## src/rtl/ex_mem_pipe_stage_if.sv

```systemverilog
// EX/MEM pipeline bus: EX-side entry + handshake in, MEM-side entry + handshake out.
// master drives the EX side and consumes the MEM side; slave is the stage itself.
interface ex_mem_pipe_stage_if #(
    parameter int DATA_W = 32,
    parameter int ADDR_W = 5,
    parameter int CNT_W  = 16
) ();
    logic              in_valid;
    logic              in_ready;
    logic              flush;
    logic              branch;
    logic              mem_read;
    logic              memto_reg;
    logic              mem_write;
    logic              reg_write;
    logic              zero;
    logic [ADDR_W-1:0] write_address;
    logic [DATA_W-1:0] aluresult;
    logic [DATA_W-1:0] read_out2;
    logic [DATA_W-1:0] incinst;

    logic              out_valid;
    logic              out_ready;
    logic              branch_out;
    logic              mem_read_out;
    logic              memto_reg_out;
    logic              mem_write_out;
    logic              reg_write_out;
    logic              zero_out;
    logic [ADDR_W-1:0] write_address_out;
    logic [DATA_W-1:0] aluresult_out;
    logic [DATA_W-1:0] read_out2_out;
    logic [DATA_W-1:0] incinst_out;
    logic [CNT_W-1:0]  stall_cnt;

    modport master (
        output in_valid, flush, out_ready,
        output branch, mem_read, memto_reg, mem_write, reg_write, zero,
        output write_address, aluresult, read_out2, incinst,
        input  in_ready, out_valid, stall_cnt,
        input  branch_out, mem_read_out, memto_reg_out,
        input  mem_write_out, reg_write_out, zero_out,
        input  write_address_out, aluresult_out, read_out2_out, incinst_out
    );

    modport slave (
        input  in_valid, flush, out_ready,
        input  branch, mem_read, memto_reg, mem_write, reg_write, zero,
        input  write_address, aluresult, read_out2, incinst,
        output in_ready, out_valid, stall_cnt,
        output branch_out, mem_read_out, memto_reg_out,
        output mem_write_out, reg_write_out, zero_out,
        output write_address_out, aluresult_out, read_out2_out, incinst_out
    );
endinterface

```

## src/rtl/ex_mem_pipe_stage.sv

```systemverilog
// EX/MEM pipeline stage with valid/ready handshake, flush, bubble gating, stall counter.
// EXMEM_SKID_EN selects the two-entry skid build with a registered in_ready.
module ex_mem_pipe_stage #(
    parameter int DATA_W = 32,
    parameter int ADDR_W = 5,
    parameter int CNT_W  = 16
) (
    input logic                clk,
    input logic                rst,
    ex_mem_pipe_stage_if.slave bus
);

    typedef struct packed {
        logic              branch;
        logic              mem_read;
        logic              memto_reg;
        logic              mem_write;
        logic              reg_write;
        logic              zero;
        logic [ADDR_W-1:0] waddr;
        logic [DATA_W-1:0] alu;
        logic [DATA_W-1:0] ro2;
        logic [DATA_W-1:0] inc;
    } entry_t;

    entry_t           in_e;
    entry_t           main_q;
    logic             in_ready;
    logic             out_valid;
    logic             acc;
    logic             fire;
    logic [CNT_W-1:0] stall_cnt_q;
    logic [CNT_W-1:0] stall_cnt_d;

    assign in_e = {bus.branch, bus.mem_read, bus.memto_reg,
                   bus.mem_write, bus.reg_write, bus.zero,
                   bus.write_address, bus.aluresult,
                   bus.read_out2, bus.incinst};

    assign acc  = bus.in_valid & in_ready;
    assign fire = out_valid & bus.out_ready;

`ifdef EXMEM_SKID_EN
    typedef enum logic [1:0] {
        EMPTY,
        ONE,
        FULL
    } state_e;

    state_e state_q;
    entry_t skid_q;
    logic   rdy_q;

    // rdy_q tracks "next state != FULL" so in_ready never sees out_ready
    assign in_ready  = rdy_q & ~rst;
    assign out_valid = (state_q != EMPTY);

    always_ff @(posedge clk) begin
        if (rst) begin
            state_q <= EMPTY;
            main_q  <= '0;
            skid_q  <= '0;
            rdy_q   <= 1'b1;
        end else if (bus.flush) begin
            state_q <= EMPTY;
            rdy_q   <= 1'b1;
        end else begin
            unique case (state_q)
                EMPTY: begin
                    if (acc) begin
                        main_q  <= in_e;
                        state_q <= ONE;
                    end
                end
                ONE: begin
                    if (acc && fire) begin
                        main_q <= in_e;
                    end else if (acc) begin
                        skid_q  <= in_e;
                        state_q <= FULL;
                        rdy_q   <= 1'b0;
                    end else if (fire) begin
                        state_q <= EMPTY;
                    end
                end
                FULL: begin
                    if (fire) begin
                        main_q  <= skid_q;
                        state_q <= ONE;
                        rdy_q   <= 1'b1;
                    end
                end
                default: begin
                    state_q <= EMPTY;
                    rdy_q   <= 1'b1;
                end
            endcase
        end
    end
`else
    typedef enum logic {
        EMPTY,
        ONE
    } state_e;

    state_e state_q;

    assign in_ready  = ~rst & (~out_valid | bus.out_ready);
    assign out_valid = (state_q == ONE);

    always_ff @(posedge clk) begin
        if (rst) begin
            state_q <= EMPTY;
            main_q  <= '0;
        end else if (bus.flush) begin
            state_q <= EMPTY;
        end else if (acc) begin
            main_q  <= in_e;
            state_q <= ONE;
        end else if (fire) begin
            state_q <= EMPTY;
        end
    end
`endif

    always_comb begin
        stall_cnt_d = stall_cnt_q;
        if (out_valid && !bus.out_ready && (stall_cnt_q != '1)) begin
            stall_cnt_d = stall_cnt_q + CNT_W'(1);
        end
    end

    always_ff @(posedge clk) begin
        if (rst) begin
            stall_cnt_q <= '0;
        end else begin
            stall_cnt_q <= stall_cnt_d;
        end
    end

    assign bus.in_ready  = in_ready;
    assign bus.out_valid = out_valid;
    assign bus.stall_cnt = stall_cnt_q;

    // side-effecting controls are masked on bubbles; payload keeps last value
    assign bus.branch_out        = main_q.branch & out_valid;
    assign bus.mem_read_out      = main_q.mem_read & out_valid;
    assign bus.mem_write_out     = main_q.mem_write & out_valid;
    assign bus.reg_write_out     = main_q.reg_write & out_valid;
    assign bus.memto_reg_out     = main_q.memto_reg;
    assign bus.zero_out          = main_q.zero;
    assign bus.write_address_out = main_q.waddr;
    assign bus.aluresult_out     = main_q.alu;
    assign bus.read_out2_out     = main_q.ro2;
    assign bus.incinst_out       = main_q.inc;

endmodule

```

## src/flat_wrapper.sv

```systemverilog
// flat-port wrapper written by rule: the top's interface ports become plain ports
module ex_mem_pipe_stage_flat 
#(
    parameter int DATA_W = 32,
    parameter int ADDR_W = 5,
    parameter int CNT_W  = 16
)
  (clk, rst, bus_in_valid, bus_flush, bus_out_ready, bus_branch, bus_mem_read, bus_memto_reg, bus_mem_write, bus_reg_write, bus_zero, bus_write_address, bus_aluresult, bus_read_out2, bus_incinst, bus_in_ready, bus_out_valid, bus_stall_cnt, bus_branch_out, bus_mem_read_out, bus_memto_reg_out, bus_mem_write_out, bus_reg_write_out, bus_zero_out, bus_write_address_out, bus_aluresult_out, bus_read_out2_out, bus_incinst_out);
  ex_mem_pipe_stage_if #(.DATA_W(DATA_W), .ADDR_W(ADDR_W), .CNT_W(CNT_W)) bus_i ();
  input logic clk;
  input logic rst;
  input wire logic [$bits(bus_i.in_valid)-1:0] bus_in_valid;
  input wire logic [$bits(bus_i.flush)-1:0] bus_flush;
  input wire logic [$bits(bus_i.out_ready)-1:0] bus_out_ready;
  input wire logic [$bits(bus_i.branch)-1:0] bus_branch;
  input wire logic [$bits(bus_i.mem_read)-1:0] bus_mem_read;
  input wire logic [$bits(bus_i.memto_reg)-1:0] bus_memto_reg;
  input wire logic [$bits(bus_i.mem_write)-1:0] bus_mem_write;
  input wire logic [$bits(bus_i.reg_write)-1:0] bus_reg_write;
  input wire logic [$bits(bus_i.zero)-1:0] bus_zero;
  input wire logic [$bits(bus_i.write_address)-1:0] bus_write_address;
  input wire logic [$bits(bus_i.aluresult)-1:0] bus_aluresult;
  input wire logic [$bits(bus_i.read_out2)-1:0] bus_read_out2;
  input wire logic [$bits(bus_i.incinst)-1:0] bus_incinst;
  output wire logic [$bits(bus_i.in_ready)-1:0] bus_in_ready;
  output wire logic [$bits(bus_i.out_valid)-1:0] bus_out_valid;
  output wire logic [$bits(bus_i.stall_cnt)-1:0] bus_stall_cnt;
  output wire logic [$bits(bus_i.branch_out)-1:0] bus_branch_out;
  output wire logic [$bits(bus_i.mem_read_out)-1:0] bus_mem_read_out;
  output wire logic [$bits(bus_i.memto_reg_out)-1:0] bus_memto_reg_out;
  output wire logic [$bits(bus_i.mem_write_out)-1:0] bus_mem_write_out;
  output wire logic [$bits(bus_i.reg_write_out)-1:0] bus_reg_write_out;
  output wire logic [$bits(bus_i.zero_out)-1:0] bus_zero_out;
  output wire logic [$bits(bus_i.write_address_out)-1:0] bus_write_address_out;
  output wire logic [$bits(bus_i.aluresult_out)-1:0] bus_aluresult_out;
  output wire logic [$bits(bus_i.read_out2_out)-1:0] bus_read_out2_out;
  output wire logic [$bits(bus_i.incinst_out)-1:0] bus_incinst_out;
  assign bus_i.in_valid = bus_in_valid;
  assign bus_i.flush = bus_flush;
  assign bus_i.out_ready = bus_out_ready;
  assign bus_i.branch = bus_branch;
  assign bus_i.mem_read = bus_mem_read;
  assign bus_i.memto_reg = bus_memto_reg;
  assign bus_i.mem_write = bus_mem_write;
  assign bus_i.reg_write = bus_reg_write;
  assign bus_i.zero = bus_zero;
  assign bus_i.write_address = bus_write_address;
  assign bus_i.aluresult = bus_aluresult;
  assign bus_i.read_out2 = bus_read_out2;
  assign bus_i.incinst = bus_incinst;
  assign bus_in_ready = bus_i.in_ready;
  assign bus_out_valid = bus_i.out_valid;
  assign bus_stall_cnt = bus_i.stall_cnt;
  assign bus_branch_out = bus_i.branch_out;
  assign bus_mem_read_out = bus_i.mem_read_out;
  assign bus_memto_reg_out = bus_i.memto_reg_out;
  assign bus_mem_write_out = bus_i.mem_write_out;
  assign bus_reg_write_out = bus_i.reg_write_out;
  assign bus_zero_out = bus_i.zero_out;
  assign bus_write_address_out = bus_i.write_address_out;
  assign bus_aluresult_out = bus_i.aluresult_out;
  assign bus_read_out2_out = bus_i.read_out2_out;
  assign bus_incinst_out = bus_i.incinst_out;
  ex_mem_pipe_stage #(.DATA_W(DATA_W), .ADDR_W(ADDR_W), .CNT_W(CNT_W)) u_core (.clk(clk), .rst(rst), .bus(bus_i));
endmodule
```

## config.mk

```make
export PLATFORM = sky130hd
export DESIGN_NAME = ex_mem_pipe_stage_flat
export DESIGN_NICKNAME = d
export VERILOG_FILES = /design/src/rtl/ex_mem_pipe_stage_if.sv /design/src/rtl/ex_mem_pipe_stage.sv /design/src/flat_wrapper.sv
export SDC_FILE = /design/constraint.sdc
export NUM_CORES = 1
export LEC_CHECK = 0
export CORE_AREA = 2 2 141 143
export CTS_CLUSTER_SIZE = 24
export DETAILED_ROUTE_END_ITERATION = 8
export DIE_AREA = 0 0 143 145
export DONT_BUFFER_PORTS = 1
export PLACE_DENSITY_LB_ADDON = 0.1
export SLEW_MARGIN = 25
export SYNTH_ARGS = -nofsm -noshare
export SYNTH_HDL_FRONTEND = slang
export SYNTH_SLANG_ARGS = --single-unit
```

## constraint.sdc

```tcl
create_clock -name clk -period 2.3 [get_ports clk]
set_clock_uncertainty 0.2 [all_clocks]
set_input_delay 0.46 -clock clk [delete_from_list [all_inputs] [get_ports clk]]
set_output_delay 0.46 -clock clk [all_outputs]
set_load 0.03 [all_outputs]
```

==> run metrics <==
Slew Limit Fails=0; first-pass GRT wire length=20.8 mm; WL met2=6.58 mm; Clock Sink Count=124; Worst Hold Path EP=u_core.bus.incinst_out[28]; Leak=2.03 nW; I/O Buffers=0; GRT Residual Overflow=0; detailed router's first-iteration violation count=168; Crit. End Element=register; detailed-route via count=3934; post-DR wirelength/cell=15.5 um; Hold-fix buffers, CTS=19; relative slew slack=72.5%; share of cells above drive strength 1=11.1%; setup TNS=0 ns; peak supply drop=0.000459 V; Vias/cell=4.49; fin crit share=92.2%; clk buf depth=2; Reg area=2480 um2; Clock transition at path regs=0.06 ns; worst-path maximum fanout=22; Synth Instances=674; Cell Rows=51; Final ANT Viol Nets=0; final hold slack=-0.0865 ns; status=finished, violations left; post-synth cell types=32; hold path startpoint=rst; register area share after synthesis=46.9%; core box area=19200 um2; clock tree root buffer cell=clkbuf_16; mux contribution to synthesized area=0.851%; multi-input logic area=1900 um2; die height=145 um; Num CTS Buffers=17; register bit count reported by yosys=124; final setup margin=0.180 ns; PD cells=923 nW/um2; Setup violations, final=0; gpl congestion=0.712; area grow syn2layout=9.93%; layout net count=710; worst hold path class=primary input to register; syn nets=787; dpl ws=0.133 ns; # IOs=237; min Tclk post-route=2.12 ns; area share of fa/ha/maj cells after synthesis=0.236%; largest family of logic cells by synthesized area=simple AND/OR/NAND/NOR gates; number of setup buffers added after CTS=0; crit path DAT=2.27 ns; metal3 WL=1.42 mm; pin count of the biggest net entering global routing=130; vias in the first global route=3770; drt first pass iters=4; Worst EP required=2.45 ns; Avg Inst Size Synth=7.85 um2; FF-to-FF path depth=6; DRC=0; Compound-Gate Fraction of Synth Area=13.1%; die area=20700 um2; worst reg2reg path startpoint=u_core.bus.out_valid; setup slack, reg-to-reg=0.18 ns; GRT Total Usage=12.9%; Synth warnings=0; WL final=13.6 mm; Max Cap Violations=0; Final Core Density=30.3%; Hold Path Depth=1; initial antenna violation count=1; fill count=2089; critical path type=register to register; Post-Synth XOR/XNOR Area=0%; Slew @ Worst Pin=0.409 ns; Clk Latency, worst-skew pair=0.41 ns; CP startpoint kind=register; Highest Signal Layer=met4; Metal-1 WL=5.42 mm; Max Clk Rate=472 MHz; endpoints failing hold=98; Post-Synth Simple-Gate Area=21.4%; failing checks=hold timing; CTS H-tree lvls=4; die width=143 um; worst r2r dst=u_core.bus.aluresult_out[2]; Cell Area, Synth=5290 um2; unrepaired setup endpoints after global routing=false; HPWL after detailed placement=9.23 mm; CTS tree=done; Initial Util=27.5%
per-layer routing:
layer | vias up | GRT usage, %
met2 | 148 | 21.0
met4 | 0 | 4.36
met1 | 1828 | 14.5
met5 | - | 0
li1 | 1946 | -
met3 | 12 | 6.47
how the worst max path moves through the flow:
stage | start | end | slack [ns] | depth (start not counted)
global route | u_core.bus.out_valid | u_core.bus.read_out2_out[29] | 0.03 | 6
detailed placement | bus_out_ready | u_core.bus.stall_cnt[13] | 0.13 | 5
floorplan | u_core.bus.out_valid | u_core.bus.stall_cnt[15] | 0.02 | 6
global placement | bus_out_ready | u_core.bus.stall_cnt[11] | 0.13 | 4
finish | u_core.bus.out_valid | u_core.bus.aluresult_out[2] | 0.18 | 6
CTS | u_core.bus.out_valid | u_core.bus.aluresult_out[0] | 0.12 | 6
flip-flops by register name, indices dropped and copies added (netlist names):
name                          flops
u_core.bus.aluresult_out         32
u_core.bus.incinst_out           32
u_core.bus.read_out2_out         32
u_core.bus.stall_cnt             16
u_core.bus.write_address_out      5
u_core.main_q                     4
u_core.bus.memto_reg_out          1
u_core.bus.out_valid              1
u_core.bus.zero_out               1
Yosys cell counts (all sizes together):
cell type / count / area share (%)
nand2: 219 / 16
dfxtp: 124 / 47
a21oi: 116 / 11
buf: 108 / 15
clkbuf: 35 / 2.5
nand3: 8 / 0.76
nor2: 7 / 0.50
or4: 6 / 0.85
nor2b: 5 / 0.59
o31ai: 5 / 0.71
and2: 4 / 0.47
mux2: 4 / 0.85
nand4: 4 / 0.47
nor4: 4 / 0.47
o21ai: 4 / 0.38
or2: 3 / 0.35
and4: 2 / 0.33
inv: 2 / 0.14
o311ai: 2 / 0.33
o41ai: 2 / 0.33
or3: 2 / 0.24
and3: 1 / 0.12
ha: 1 / 0.24
nand2b: 1 / 0.12
nand3b: 1 / 0.14
nor3b: 1 / 0.14
nor4b: 1 / 0.28
o211a: 1 / 0.19
o21a: 1 / 0.14
through the flow:
step | std cells | area, um2 | power (mW)
final | 876 | 5820 | 5.37
after global routing | 875 | 5810 | 5.59
after CTS | 875 | 5810 | 5.47
after detailed placement | 824 | 5000 | 2.59
after global placement | 824 | 5000 | 2.59
after floorplan | 674 | 5290 | 2.64
where the power goes:
group          switching, mW  internal, mW  total [mW]
Combinational          0.103        0.0766       0.180
Clock                  0.993          1.82        2.82
Sequential             0.163          2.21        2.38
critical path, stage by stage, from the launching register on:
cell           delay, ns
dfxtp_1             0.31
nand2b_1            0.11
buf_6               0.19
and3_4              0.43
nand2_1             0.09
a21oi_1             0.14
dlygate4sd3_1       0.57
cells by family (layout without fill, tap and decap cells):
group	Yosys count	count (layout)
buf+inv	145	81
flops	124	124
other cells	0	1
compound gates	131	131
fa+ha+maj	1	1
mux	4	4
simple gates	269	269
layout make-up:
class / instances / area share (%)
Timing Repair Buffer: 47 / 8.02
Clock buffer: 23 / 8.39
Antenna cell: 1 / 0.0430
Multi-Input combinational cell: 405 / 32.7
Sequential cell: 124 / 42.7
Inverter: 2 / 0.129
Clock inverter: 9 / 2.32
Tap cell: 265 / 5.70
layout by cell type (no fill, tap or decap), drive strengths merged, types with 5 or more instances in the layout:
master	synthesis	final
buf	108	28
nand2	219	219
dlygate4sd3	0	19
nor2b	5	5
o31ai	5	5
dfxtp	124	124
or4	6	6
clkbuf	35	23
a21oi	116	116
nand3	8	8
nor2	7	7
repair_timing:
| item | in CTS | in global routing |
|---|---|---|
| setup endpoints to repair | 0 | 1 |
| gates resized for setup | 0 | 1 |
| endpoints found under the hold margin | 117 | 98 |
(Power assumes the default switching activity.)
